## src/rtl/spu_pipe_pkg.sv

```systemverilog
// Shared SPU pipeline types: the decoded per-lane instruction record carried from ID into REG.
package spu_pipe_pkg;

    localparam int OPCODE_W   = 11;
    localparam int REG_ADDR_W = 7;

    typedef struct packed {
        logic                  regWriteEnable;
        logic                  source;
        logic [OPCODE_W-1:0]   opcode;
        logic [REG_ADDR_W-1:0] rA;
        logic [REG_ADDR_W-1:0] rB;
        logic [REG_ADDR_W-1:0] rC;
        logic [REG_ADDR_W-1:0] rT;
        logic [6:0]            imm7;
        logic [9:0]            imm10;
        logic [15:0]           imm16;
        logic [17:0]           imm18;
    } id_lane_t;

    localparam int ID_LANE_W = $bits(id_lane_t);

endpackage

```

## src/rtl/spu_sat_counter.sv

```systemverilog
// Free-running event counter that sticks at all-ones instead of wrapping; cleared only by reset.
module spu_sat_counter #(
    parameter int W = 32
) (
    input  logic         clk,
    input  logic         reset,
    input  logic         inc,
    output logic [W-1:0] count
);

    // NOTE: sequential state uses non-blocking assignments so every flop samples pre-edge values.
    always_ff @(posedge clk or negedge reset) begin
        if (!reset) begin
            count <= '0;
        end else if (inc && (count != '1)) begin
            count <= count + 1'b1;
        end
    end

endmodule

```

## src/rtl/spu_id_reg_pipe.sv

```systemverilog
// Stallable, flushable ID->REG stage register with a 2-entry skid buffer and per-lane squash.
// Optional stall counter enabled by defining SPU_ID_REG_PIPE_PERF_EN.
module spu_id_reg_pipe
    import spu_pipe_pkg::*;
#(
    parameter int LANES  = 2,
    parameter int DATA_W = ID_LANE_W,
    parameter int CNT_W  = 32
) (
    input  logic                    clk,
    input  logic                    reset,
    input  logic                    flush,
    input  logic                    in_valid,
    output logic                    in_ready,
    input  logic [LANES-1:0]        in_lane_valid,
    input  logic [LANES*DATA_W-1:0] in_payload,
    output logic                    out_valid,
    input  logic                    out_ready,
    output logic [LANES-1:0]        out_lane_valid,
    output logic [LANES*DATA_W-1:0] out_payload,
    output logic [1:0]              occupancy
`ifdef SPU_ID_REG_PIPE_PERF_EN
    ,
    output logic [CNT_W-1:0]        stall_cycles
`endif
);

    // An entry is occupied exactly when at least one lane is valid: all-bubble bundles are never stored.
    logic [LANES-1:0]        main_lv, main_lv_d;
    logic [LANES-1:0]        skid_lv, skid_lv_d;
    logic [LANES*DATA_W-1:0] main_pl, main_pl_d;
    logic [LANES*DATA_W-1:0] skid_pl, skid_pl_d;
    logic [LANES*DATA_W-1:0] in_pl_sq;
    logic                    in_ready_q, in_ready_d;
    logic                    main_full, skid_full;
    logic                    in_fire, out_fire, in_take;

    assign main_full = |main_lv;
    assign skid_full = |skid_lv;
    assign in_fire   = in_valid & in_ready_q;
    assign out_fire  = out_valid & out_ready;
    assign in_take   = in_fire & (|in_lane_valid);

    // NOTE: every always_comb output gets a default first, so no path can infer a latch.
    always_comb begin
        in_pl_sq = '0;
        for (int l = 0; l < LANES; l++) begin
            if (in_lane_valid[l]) begin
                in_pl_sq[l*DATA_W +: DATA_W] = in_payload[l*DATA_W +: DATA_W];
            end
        end
    end

    always_comb begin
        main_lv_d = main_lv;
        main_pl_d = main_pl;
        skid_lv_d = skid_lv;
        skid_pl_d = skid_pl;

        if (flush) begin
            main_lv_d = '0;
            skid_lv_d = '0;
        end else if (!main_full) begin
            if (in_take) begin
                main_lv_d = in_lane_valid;
                main_pl_d = in_pl_sq;
            end
        end else if (out_fire) begin
            if (skid_full) begin
                main_lv_d = skid_lv;
                main_pl_d = skid_pl;
                skid_lv_d = in_take ? in_lane_valid : '0;
                if (in_take) begin
                    skid_pl_d = in_pl_sq;
                end
            end else begin
                main_lv_d = in_take ? in_lane_valid : '0;
                if (in_take) begin
                    main_pl_d = in_pl_sq;
                end
            end
        end else if (in_take) begin
            // in_ready was high, so the skid entry is known to be empty here.
            skid_lv_d = in_lane_valid;
            skid_pl_d = in_pl_sq;
        end

        in_ready_d = !(|skid_lv_d);
    end

    // NOTE: payload flops are reset too, because out_payload must read zero while reset is held.
    always_ff @(posedge clk or negedge reset) begin
        if (!reset) begin
            main_lv    <= '0;
            main_pl    <= '0;
            skid_lv    <= '0;
            skid_pl    <= '0;
            in_ready_q <= 1'b0;
        end else begin
            main_lv    <= main_lv_d;
            main_pl    <= main_pl_d;
            skid_lv    <= skid_lv_d;
            skid_pl    <= skid_pl_d;
            in_ready_q <= in_ready_d;
        end
    end

    assign in_ready       = in_ready_q;
    assign out_valid      = main_full;
    assign out_lane_valid = main_lv;
    assign out_payload    = main_pl;
    assign occupancy      = {main_full & skid_full, main_full ^ skid_full};

`ifdef SPU_ID_REG_PIPE_PERF_EN
    spu_sat_counter #(
        .W(CNT_W)
    ) u_stall_cnt (
        .clk   (clk),
        .reset (reset),
        .inc   (out_valid & ~out_ready),
        .count (stall_cycles)
    );
`endif

endmodule

```

## config.mk

```make
export PLATFORM = sky130hd
export DESIGN_NAME = spu_id_reg_pipe
export DESIGN_NICKNAME = d
export VERILOG_FILES = /design/src/rtl/spu_pipe_pkg.sv /design/src/rtl/spu_sat_counter.sv /design/src/rtl/spu_id_reg_pipe.sv
export SDC_FILE = /design/constraint.sdc
export NUM_CORES = 1
export LEC_CHECK = 0
export BUFFER_PORTS_ARGS = -buffer_cell sky130_fd_sc_hd__buf_2
export CORE_MARGIN = 2
export CORE_UTILIZATION = 40
export CTS_CLUSTER_DIAMETER = 30
export DETAILED_ROUTE_END_ITERATION = 8
export GPL_TIMING_DRIVEN = 0
export PLACE_DENSITY = 0.72
export RECOVER_POWER = 100
export SYNTH_ARGS = -nofsm -noshare
export SYNTH_HDL_FRONTEND = slang
export SYNTH_SLANG_ARGS = --single-unit
```

## constraint.sdc

```tcl
create_clock -name clk -period 2.7 [get_ports clk]
set_clock_uncertainty 0.15 [all_clocks]
set_input_delay 0 -clock clk [delete_from_list [all_inputs] [get_ports clk]]
set_output_delay 0 -clock clk [all_outputs]
set_load 0.02 [all_outputs]
```

# After elaboration in Yosys (flattened, before gate mapping)
# Cells that the tools add are included.
[op_classes]
n_eq_ne = 3
mux = 20
bitwise_logic = 6
reduce_logical = 9
[op_table]
columns = ["cell", "n"]
rows = [
  ["$mux 184", 7],
  ["$mux 92", 2],
  ["$mux 2", 11],
  ["$reduce_or 2->1", 4],
  ["$and 1x1->1", 4],
  ["$reduce_and 2->1", 2],
  ["$ne 3x2->1 const B", 1],
  ["$reduce_and 3->1", 1],
  ["$reduce_bool 3->1", 1],
  ["$ne 2x1->1 const B", 1],
  ["$ne 2x2->1 const B", 1],
  ["$logic_not 1->1", 1],
  ["$not 1->1", 1],
  ["$xor 1x1->1", 1],
]
[word_totals]
reg_bits = 373
in_bits = 191
out_inout_bits = 190

# Depth between registers and ports, before layout
# Gate-level depths: netlist of the first run.
[logic_depth]
depth_word = 9
depth_mapped = 8
depth_no_buf = 5

# Worst setup path after synthesis of the first run
# No wires, ideal clock.
[synth_path]
path_type = "register -> register"
start = "register main_lv[0], in the netlist out_lane_valid[0]"
end = "register main_pl[100], in the netlist out_payload[100]"
setup_ns = 0.130
arrival_ns = 1.487
required_ns = 2.420
path_slack_ns = 0.934
path_stages_with_launch = 6
path_buffers = 2
path_cell_list = "dfrtp_1 > nor2_1 > o21bai_1 > clkbuf_1 > clkbuf_1 > o2bb2ai_1"
[synth_via]
elab_chain_cells = 4
word_cells_on_any_way = 5
classes_between = "eq/ne: 1; mux: 1; bitwise: 1; reduce/logical: 2"
[synth_lines]
columns = ["item", "line", "text"]
rows = [
  ["from (decl)", "spu_id_reg_pipe.sv:29", "logic [LANES-1:0] main_lv, main_lv_d;"],
  ["from (signal assigned)", "spu_id_reg_pipe.sv:100", "main_lv <= main_lv_d;"],
  ["$reduce_or 2->1 *", "spu_id_reg_pipe.sv:38", "assign main_full = |main_lv;"],
  ["$and 1x1->1", "spu_id_reg_pipe.sv:41", "assign out_fire = out_valid & out_ready;"],
  ["$ne 2x1->1 (no line)", "--", ""],
  ["$reduce_and 2->1 (no line)", "--", ""],
  ["to (signal assigned)", "spu_id_reg_pipe.sv:101", "main_pl <= main_pl_d;"],
  ["to (decl)", "spu_id_reg_pipe.sv:31", "logic [LANES*DATA_W-1:0] main_pl, main_pl_d;"],
]
# Every way passes the cells marked *; elsewhere a longest branch is shown, timed or not.
# A chain may end at the register's enable or synchronous reset.

# Worst setup path after layout of the first run
[layout_path]
start = "register skid_lv[1]"
end = "register main_pl[113], in the netlist out_payload[113]"
[layout_via]
elab_chain_cells = 4
[layout_lines]
columns = ["item", "line", "text"]
rows = [
  ["from (decl)", "spu_id_reg_pipe.sv:30", "logic [LANES-1:0] skid_lv, skid_lv_d;"],
  ["from (signal assigned)", "spu_id_reg_pipe.sv:102", "skid_lv <= skid_lv_d;"],
  ["$reduce_or 2->1", "spu_id_reg_pipe.sv:39", "assign skid_full = |skid_lv;"],
  ["$mux 184", "spu_id_reg_pipe.sv:69", "if (skid_full) begin"],
  ["$mux 184", "spu_id_reg_pipe.sv:68", "end else if (out_fire) begin"],
  ["$mux 184", "spu_id_reg_pipe.sv:63", "end else if (!main_full) begin"],
]
# Every way passes these cells. The select of a mux whose other input is x is not followed.

==> reports/qor.yml, run 1 <==
yosys:
  yosys-top-cells-area: "dfrtp_1, o2bb2ai_1, nand2_1"
  syn-cell-area_sq_um: 16800
  synth.distinct_cells: 31
  ys_seq_area_share_pct: 55.6
  synthTopCellsByCount: "dfrtp_1, nand2_1, a21oi_1"
  ys.flop_type: "dfrtp_1"
  synth_edf_count: 0
  syn_avg_cell_area_sq_um: 10.0
  yosysMostFrequentCell: "dfrtp_1"
  synth_top_cell_by_area: "dfrtp_1"
  netlist.area_leader.share_pct: 55.6
  ys_warn_count: 0
  yosys_register_bits: 373
  synth_cells: 1676
  synth-async-reset-ratio_pct: 100
  syn_nets: 1868
floorplan:
  die_x_um: 209
  core-area_sq_um: 41700
  fp.dieH_um: 209
  ios: 381
  floorplan.rows: 75
  die-area_sq_um: 43600
  start_util_pct: 40.3
global_routing:
  grt_antenna_before_repair: 5
  grt_max_degree: 123
  overflow: 0
  grtUsageTotal_pct: 27.7
  grt_pass1_wl_mm: 96.0
  grt_pass1_vias: 17558
worst_setup_path:
  crit_fanout: 10
  cp-start-kind: "register"
  required_ns: 3.03
  critPathKind: "register to register"
  max_stage_delay_ns: 0.64
  r2r-start: "skid_lv[1]$_DFF_PN0_"
  path_cells: "o22a_1 -> buf_4 -> clkbuf_1 -> clkbuf_1 -> nor3_1 -> a21oi_1 -> o2bb2ai_1"
  path_buf_inv: 3
  cp.arrival_ns: 2.89
  critPathSlowestCell: "clkbuf_1"
  cpLargestDelayFamily: "buffers and inverters"
  worst_setup_path_end_kind: "register"
  cpMostUsedCell: "clkbuf_1"
  worstSetupStartpoint: "skid_lv[1]$_DFF_PN0_"
cells_and_area:
  drive_above_1_share_pct: 17.5
  fill_cells: 3531
  fin_cells: 3025
  fin_nets: 2601
  area_growth_pct: 45.6
  finalCoreUtilization_pct: 58.7
place:
  globalplace.congestion: 0.859
  dp.cells: 2595
  io_buffers: 377
  place.detailed.hpwl_mm: 37.4
clocking:
  clk_latency_ns: 0.61
  clk_pin_slew_ns: 0.05
  cts_buffer_depth: 3
  cts_sinks: 373
  cts_buffers: 91
  cts_setup_buffers: 0
  cts_tree: "built"
  root_buffer: "clkbuf_16"
  cts_max_level: 3
min_path:
  hp-start: "in_lane_valid[0]"
  hold_path.class: "input port to register"
power_and_ir_drop:
  p_leak_nw: 10.7
  ir_drop_mv: 0.746
  p_per_area_nw_per_um2: 925
timing:
  grt_setup_unrepaired: "no"
  slew_viol_final: 186
  fin_hold_ws_ns: 0.0488
  post-route-period-util_pct: 94.9
  setup_viol: 0
  fin_crit_ns: 2.56
  setup-tns-final_ns: 0
  hold_viol: 0
  slew-limit-headroom_pct: -4.62
  fmax_mhz: 390
  tightestPinTransition_ns: 1.57
run_status:
  violations: "capacitance limit, slew limit"
  status: "finished with violations"
drt:
  wire_per_inst_um: 20.2
  drc_errors: 0
  drt_iter0_markers: 1599
  num_vias: 16673
  drt.antenna.violating_nets: 0
  drt-pass1-iter-count: 7
  via_per_inst: 5.51
  drt_wl_total_mm: 61.0
run:
  cap_violations: 2
## metrics by stage
step	power (mW)	setup slack (ns)	instance area, sq um
detailed placement	11.1	0.0507	19400
floorplan	9.68	0.934	16800
finish	22.6	0.137	24400
global placement	11.0	-5.80	19400
global route	23.5	0.0347	24400
CTS	23.0	0.0541	25300
## worst register-to-register path, cell delays in order (launching register included)
cell and delay [ns]:
dfrtp_1 0.41, o22a_1 0.16, buf_4 0.19, clkbuf_1 0.64, clkbuf_1 0.45, nor3_1 0.14, a21oi_1 0.18, o2bb2ai_1 0.11
## worst paths after layout
check	slack (ns)	cells after the start	endpoint
min in group asynchronous	0.42	4	out_payload[135]$_DFFE_PN0P_
max	0.14	7	out_payload[113]$_DFFE_PN0P_
max reg2reg	0.14	7	out_payload[113]$_DFFE_PN0P_
min reg2reg	0.32	2	skid_pl[104]$_DFFE_PN0P_
min	0.05	4	skid_pl[91]$_DFFE_PN0P_
max in group asynchronous	0.48	4	out_payload[37]$_DFFE_PN0P_
## registers in the layout, indices dropped and copies added, names as in the netlist
| register | cells |
|---|---|
| out_payload | 184 |
| skid_pl | 184 |
| skid_lv | 2 |
| in_ready | 1 |
| out_lane_valid | 2 |
## metal layers
metal  track usage [%]  part of all wire (%)  vias up
li1                  -                     -     7465
met1              34.7                    41     8198
met2              45.1                    47      806
met3              7.48                   7.7      202
met4              12.4                   4.1        2
met5                 0                 0.021        -
## cells by family (layout without fill, tap and decap cells)
group / count (synthesis) / count (layout) / share of synthesized area [%]
other cells: 0 / 4 / 0
flops: 373 / 373 / 55.6
simple gates: 563 / 563 / 14.0
buf+inv: 167 / 973 / 5.74
compound gates: 570 / 570 / 24.4
mux: 2 / 2 / 0.134
fa+ha+maj: 1 / 1 / 0.0745
## area by class of cell
class	count	area, sq um	share of cell area (%)
clock buffers	119	2590	10.6
flip-flops and latches	373	9330	38.2
well taps	539	674	2.76
clock inverters	47	668	2.73
multi-input cells	1136	6050	24.7
diodes	4	10.0	0.0409
repair buffers	640	4300	17.6
inverters	2	7.51	0.0307
plain buffers	165	806	3.30
## timing repair
| action | CTS | global route |
|---|---|---|
| setup endpoints to repair | 0 | 81 |
| hold buffers | 260 | 0 |
| gates resized for setup | 0 | 3 |
| endpoints found under the hold margin | 624 | 0 |
## where the power goes
group          internal, mW  total, mW  switching [mW]
sequential             6.78       7.49           0.717
clock                  8.05       11.5            3.44
combinational          1.32       3.64            2.32
total                  16.2       22.6            6.47
## placed cells by master, fill, tap and decap left out, drive strengths merged, types with 3 or more instances in the layout
| cell | instances |
|---|---|
| clkbuf | 420 |
| dfrtp | 373 |
| nand2 | 370 |
| dlygate4sd3 | 259 |
| buf | 245 |
| a21oi | 188 |
| o21ai | 188 |
| nor3 | 184 |
| o2bb2ai | 184 |
| clkinv | 18 |
| bufinv | 14 |
| clkinvlp | 12 |
| inv | 5 |
| diode | 4 |
| nor2 | 4 |
| o21bai | 3 |
(Power assumes the default switching activity.)
==> run 2, diff against run 1 <==
MAX_ROUTING_LAYER = met4   (was not set)
==> run 2 against run 1 <==
Effect of this change: the flow still finishes with violations (capacitance limit, slew limit); worst setup slack lost 0.056 ns; first-iteration DRC count shrank 18%; register-to-register slack lost 0.06 ns; global-route usage grew 0.96 points; die area is the same; critical path type unchanged; critical endpoint is now out_payload[60]$_DFFE_PN0P_; count of clock-buffer cells in the layout shrank 4; highest routed layer is now met4; sequential cell count is the same; maximum frequency shrank 2.2%; utilization shrank 0.21 points; final cell count is essentially flat.
==> reports/qor.yml, run 2 (same netlist as run 1, synthesis figures left out) <==
worst_setup_path:
  cp-start-kind: "register"
  cpMostUsedCell: "clkbuf_2"
  required_ns: 3.06
  path_buf_inv: 3
  cp.arrival_ns: 2.98
  cpLargestDelayFamily: "buffers and inverters"
  path_cells: "o22a_1 -> clkbuf_2 -> o21bai_1 -> clkbuf_2 -> clkbuf_2 -> o2bb2ai_1"
  critPathSlowestCell: "clkbuf_2"
  worst_setup_path_end_kind: "register"
  max_stage_delay_ns: 0.47
  critPathKind: "register to register"
  crit_fanout: 10
cells_and_area:
  area_growth_pct: 45.1
  drive_above_1_share_pct: 17.8
  fill_cells: 3556
  most-common-layout-cells: "dfrtp_1, nand2_1, clkbuf_1"
  fin_nets: 2600
  final_common_cell: "dfrtp_1"
  fin_cells: 3027
timing:
  fmax_mhz: 382
  slew_viol_final: 122
  tightestPinTransition_ns: 1.70
  setup_viol: 0
  post-route-period-util_pct: 97.0
  slew-limit-headroom_pct: -13.1
  fin_hold_ws_ns: 0.0346
  hold_viol: 0
  fin_crit_ns: 2.62
place:
  place.detailed.hpwl_mm: 37.5
  dp.cells: 2595
  io_buffers: 377
  globalplace.congestion: 0.876
floorplan:
  core-area_sq_um: 41700
  floorplan.rows: 75
  start_util_pct: 40.3
  ios: 381
  die_x_um: 209
  die-area_sq_um: 43600
  fp.dieH_um: 209
drt:
  drt.antenna.violating_nets: 0
  num_vias: 16756
  via_per_inst: 5.54
  drt_wl_total_mm: 61.0
  drt_iter0_markers: 1304
  drt-pass1-iter-count: 6
  drc_errors: 0
  wire_per_inst_um: 20.2
run_status:
  violations: "capacitance limit, slew limit"
  status: "finished with violations"
clocking:
  cts_setup_buffers: 0
  cts_sinks: 373
  root_buffer: "clkbuf_16"
  clk_latency_ns: 0.61
  cts_buffers: 90
  clk_pin_slew_ns: 0.05
  cts_max_level: 3
  cts_buffer_depth: 3
  cts_tree: "built"
power_and_ir_drop:
  p_per_area_nw_per_um2: 916
  p_leak_nw: 10.7
  ir_drop_mv: 0.604
global_routing:
  grtUsageTotal_pct: 28.7
  grt_antenna_before_repair: 6
  grt_pass1_vias: 17456
  grt_pass1_wl_mm: 96.1
  overflow: 0
  grt_max_degree: 122
min_path:
  hold_path.class: "input port to register"
run:
  cap_violations: 1
[run 2: changes by cell type in the layout (fill, tap and decap cells not counted), moves of 3 or more]
cell,change
buf_2,-4
clkbuf_1,-3
clkbuf_2,+13
clkbuf_8,-7
clkinv_2,+5
o21ai_0,-13
o21ai_1,+8
o21ai_2,+5
[run 2: area by class of cell]
cell class	count	area, sq um	area share [%]
multi-input cells	1136	6060	24.9
well taps	539	674	2.77
plain buffers	165	815	3.34
flip-flops and latches	373	9330	38.3
clock buffers	115	2470	10.1
repair buffers	640	4310	17.7
inverters	2	7.51	0.0308
clock inverters	51	674	2.77
diodes	6	15.0	0.0616
[run 2: what timing repair did]
action	CTS	global route
endpoints found under the hold margin	627	0
setup endpoints to repair	0	82
hold buffers	260	0
resized for setup	0	3
[run 2: report_power, final]
part / internal (mW) / leakage (nW) / switching (mW) / total, mW
logic: 1.33 / 4.25 / 2.31 / 3.65
registers: 6.78 / 4.89 / 0.723 / 7.50
clock network: 7.68 / 1.51 / 3.50 / 11.2
total: 15.8 / 10.7 / 6.54 / 22.3
[run 2: tightest hold or removal path, delay by kind of cell]
kind	cells	cell delay, ns
AOI/OAI and AO/OA	1	0.08
buffers and inverters	2	0.49
and+or+nand+nor	1	0.16
[run 2: path summary, 6_finish.rpt]
path	depth (start not counted)	end	from	slack [ns]
max	6	out_payload[60]$_DFFE_PN0P_	skid_lv[1]$_DFF_PN0_	0.08
min	4	skid_pl[85]$_DFFE_PN0P_	in_lane_valid[0]	0.03
max reg2reg	6	out_payload[60]$_DFFE_PN0P_	skid_lv[1]$_DFF_PN0_	0.08
min reg2reg	2	skid_pl[104]$_DFFE_PN0P_	skid_pl[104]$_DFFE_PN0P_	0.32
max in group asynchronous	5	skid_pl[79]$_DFFE_PN0P_	reset	0.35
min in group asynchronous	4	skid_pl[133]$_DFFE_PN0P_	reset	0.45
[run 2: through the flow]
step,TNS (ns),power (mW),setup WS [ns],util [%],area [sq um]
floorplan,0,9.68,0.934,-,16800
global placement,-2142.49,11.0,-5.80,46.5,19400
detailed placement,0,11.1,0.0498,46.7,19400
CTS,0,22.7,0.0165,60.5,25200
global route,-0.00245,23.2,-0.00245,58.5,24400
finish,0,22.3,0.0810,58.5,24400
[run 2: routing by layer]
| layer | vias to the layer above | track usage [%] | routed length, um |
|---|---|---|---|
| met4 | 0 | 14.7 | 3030 |
| met3 | 231 | 7.15 | 4810 |
| met5 | - | - | 0 |
| met1 | 8204 | 34.6 | 24500 |
| met2 | 865 | 44.8 | 28700 |
| li1 | 7456 | - | - |
==> run 3, diff against run 2 <==
CORE_MARGIN = 1.5   (was 2)
==> run 3 against run 2 <==
Effect of this change: the run now ends clean; utilization rose by 0.81 points; routed wire length down 0.27%; maximum frequency increased by 1.8%; worst setup slack better by 0.047 ns; global-route usage hardly changed; sequential power barely moved; sequential cell count is the same; largest power group unchanged.
==> reports/qor.yml, run 3 (same netlist as run 1, synthesis figures left out) <==
run_status:
  status: "finished clean"
drt:
  drc_errors: 0
  drt-pass1-iter-count: 5
  drt.antenna.violating_nets: 0
  wire_per_inst_um: 20.2
  drt_wl_total_mm: 60.9
  drt_iter0_markers: 1395
  via_per_inst: 5.54
  num_vias: 16691
floorplan:
  floorplan.rows: 74
  die-area_sq_um: 43200
  core-area_sq_um: 41100
  fp.dieH_um: 208
  die_x_um: 208
  ios: 381
  start_util_pct: 40.9
global_routing:
  grt_pass1_vias: 17614
  grt_pass1_wl_mm: 95.9
  grt_antenna_before_repair: 6
  grtUsageTotal_pct: 28.7
  overflow: 0
  grt_max_degree: 115
timing:
  fmax_mhz: 389
  grt_setup_unrepaired: "no"
  fin_crit_ns: 2.57
  fin_ws_ns: 0.128
  tightestPinTransition_ns: 1.08
  setup_viol: 0
  slew-limit-headroom_pct: 27.8
  hold_viol: 0
  slew_viol_final: 0
  post-route-period-util_pct: 95.2
clocking:
  clk_latency_ns: 0.60
  clk_pin_slew_ns: 0.05
  cts_setup_buffers: 0
  cts_tree: "built"
  cts_buffer_depth: 3
  cts_sinks: 373
  cts_buffers: 88
  root_buffer: "clkbuf_16"
  cts_max_level: 3
worst_setup_path:
  worst_setup_path_end_kind: "register"
  crit_fanout: 10
  cp.arrival_ns: 2.87
  rr_worst_depth: 7
  critPathKind: "register to register"
  reg2reg_to: "out_payload[117]$_DFFE_PN0P_"
  cp-start-kind: "register"
  worstSetupStartpoint: "out_lane_valid[0]$_DFFE_PN0P_"
  r2r_setup_slack_ns: 0.13
  r2r-start: "out_lane_valid[0]$_DFFE_PN0P_"
  required_ns: 3.00
  endpoint: "out_payload[117]$_DFFE_PN0P_"
cells_and_area:
  fin_cells: 3013
  final_cell_area_sq_um: 24400
  drive_above_1_share_pct: 17.6
  fin_nets: 2594
  final_common_cell: "dfrtp_1"
  area_growth_pct: 45.1
  finalCoreUtilization_pct: 59.3
  most-common-layout-cells: "dfrtp_1, nand2_1, clkbuf_1"
place:
  placed_cell_area_sq_um: 19400
  dp_slack_ns: 0.0498
  dp.cells: 2588
  io_buffers: 377
  place.detailed.hpwl_mm: 37.6
  globalplace.congestion: 0.884
min_path:
  hp-start: "flush"
  hold_path.class: "input port to register"
power_and_ir_drop:
  internal_power_mw: 16.0
  p_seq_share_pct: 33.2
  p_per_area_nw_per_um2: 927
  total_power_mw: 22.6
  comb_power_share_pct: 16.1
  p_leak_nw: 10.6
  p_clk_share_pct: 50.8
  ir_drop_mv: 0.616
  power_switching_mw: 6.60
  switching_share_pct: 29.2
run:
  cap_violations: 0
[run 3: changes by cell type in the layout (fill, tap and decap cells not counted), sizes merged]
| cell | previous run | this run |
|---|---|---|
| clkbuf | 422 | 411 |
| inv | 5 | 12 |
| clkinv | 23 | 18 |
| dlygate4sd3 | 260 | 256 |
| bufinv | 13 | 16 |
| clkinvlp | 12 | 15 |
| buf | 238 | 240 |
| diode | 6 | 4 |
[run 3: worst max-delay path, stage by stage (launching register included)]
cell and delay [ns]:
dfrtp_1 0.45, o22a_1 0.16, buf_4 0.20, clkbuf_1 0.64
clkbuf_2 0.38, nor3_1 0.08, a21oi_1 0.22, o2bb2ai_1 0.13
[run 3: worst min-delay path by stage]
stage,end,cells after the start
CTS,skid_pl[159]$_DFFE_PN0P_,4
floorplan,in_ready$_DFF_PN0_,0
detailed placement,out_payload[134]$_DFFE_PN0P_,1
global route,skid_lv[1]$_DFF_PN0_,3
finish,skid_lv[1]$_DFF_PN0_,3
global placement,out_lane_valid[1]$_DFFE_PN0P_,2
[run 3: power by group through the flow]
stage	logic (mW)	clock network, mW	registers (mW)
after floorplan	1.66	0	8.03
after CTS	3.97	11.5	7.43
after global routing	3.94	11.9	7.60
final	3.63	11.5	7.50
after detailed placement	3.65	0	7.48
after global placement	3.55	0	7.44
[run 3: what timing repair did]
action,4_1_cts,5_1_grt
endpoints found under the hold margin,638,0
hold buffers,256,0
endpoints found under the setup margin,0,41
gates resized for setup,0,4
[run 3: cell type report]
class | count | area (sq um)
diodes | 4 | 10.0
plain buffers | 165 | 779
clock buffers | 106 | 2390
clock inverters | 59 | 836
fillers | 3501 | 16700
inverters | 2 | 7.51
multi-input cells | 1136 | 6050
flip-flops and latches | 373 | 9330
well taps | 532 | 666
repair buffers | 636 | 4290
[run 3: metrics by stage]
| stage | hold slack, ns | TNS [ns] |
|---|---|---|
| floorplan | -0.446 | 0 |
| global placement | 0.102 | -2114.33 |
| detailed placement | -0.126 | 0 |
| CTS | 0.0519 | 0 |
| global route | 0.0520 | 0 |
| finish | 0.0742 | 0 |
[run 3: layer usage]
layer / global-route usage [%] / vias up / share of wire [%]
li1: - / 7441 / -
met1: 34.8 / 8170 / 41
met2: 44.9 / 850 / 47
met3: 7.05 / 230 / 7.7
met4: 13.9 / 0 / 4.8
met5: - / - / 0
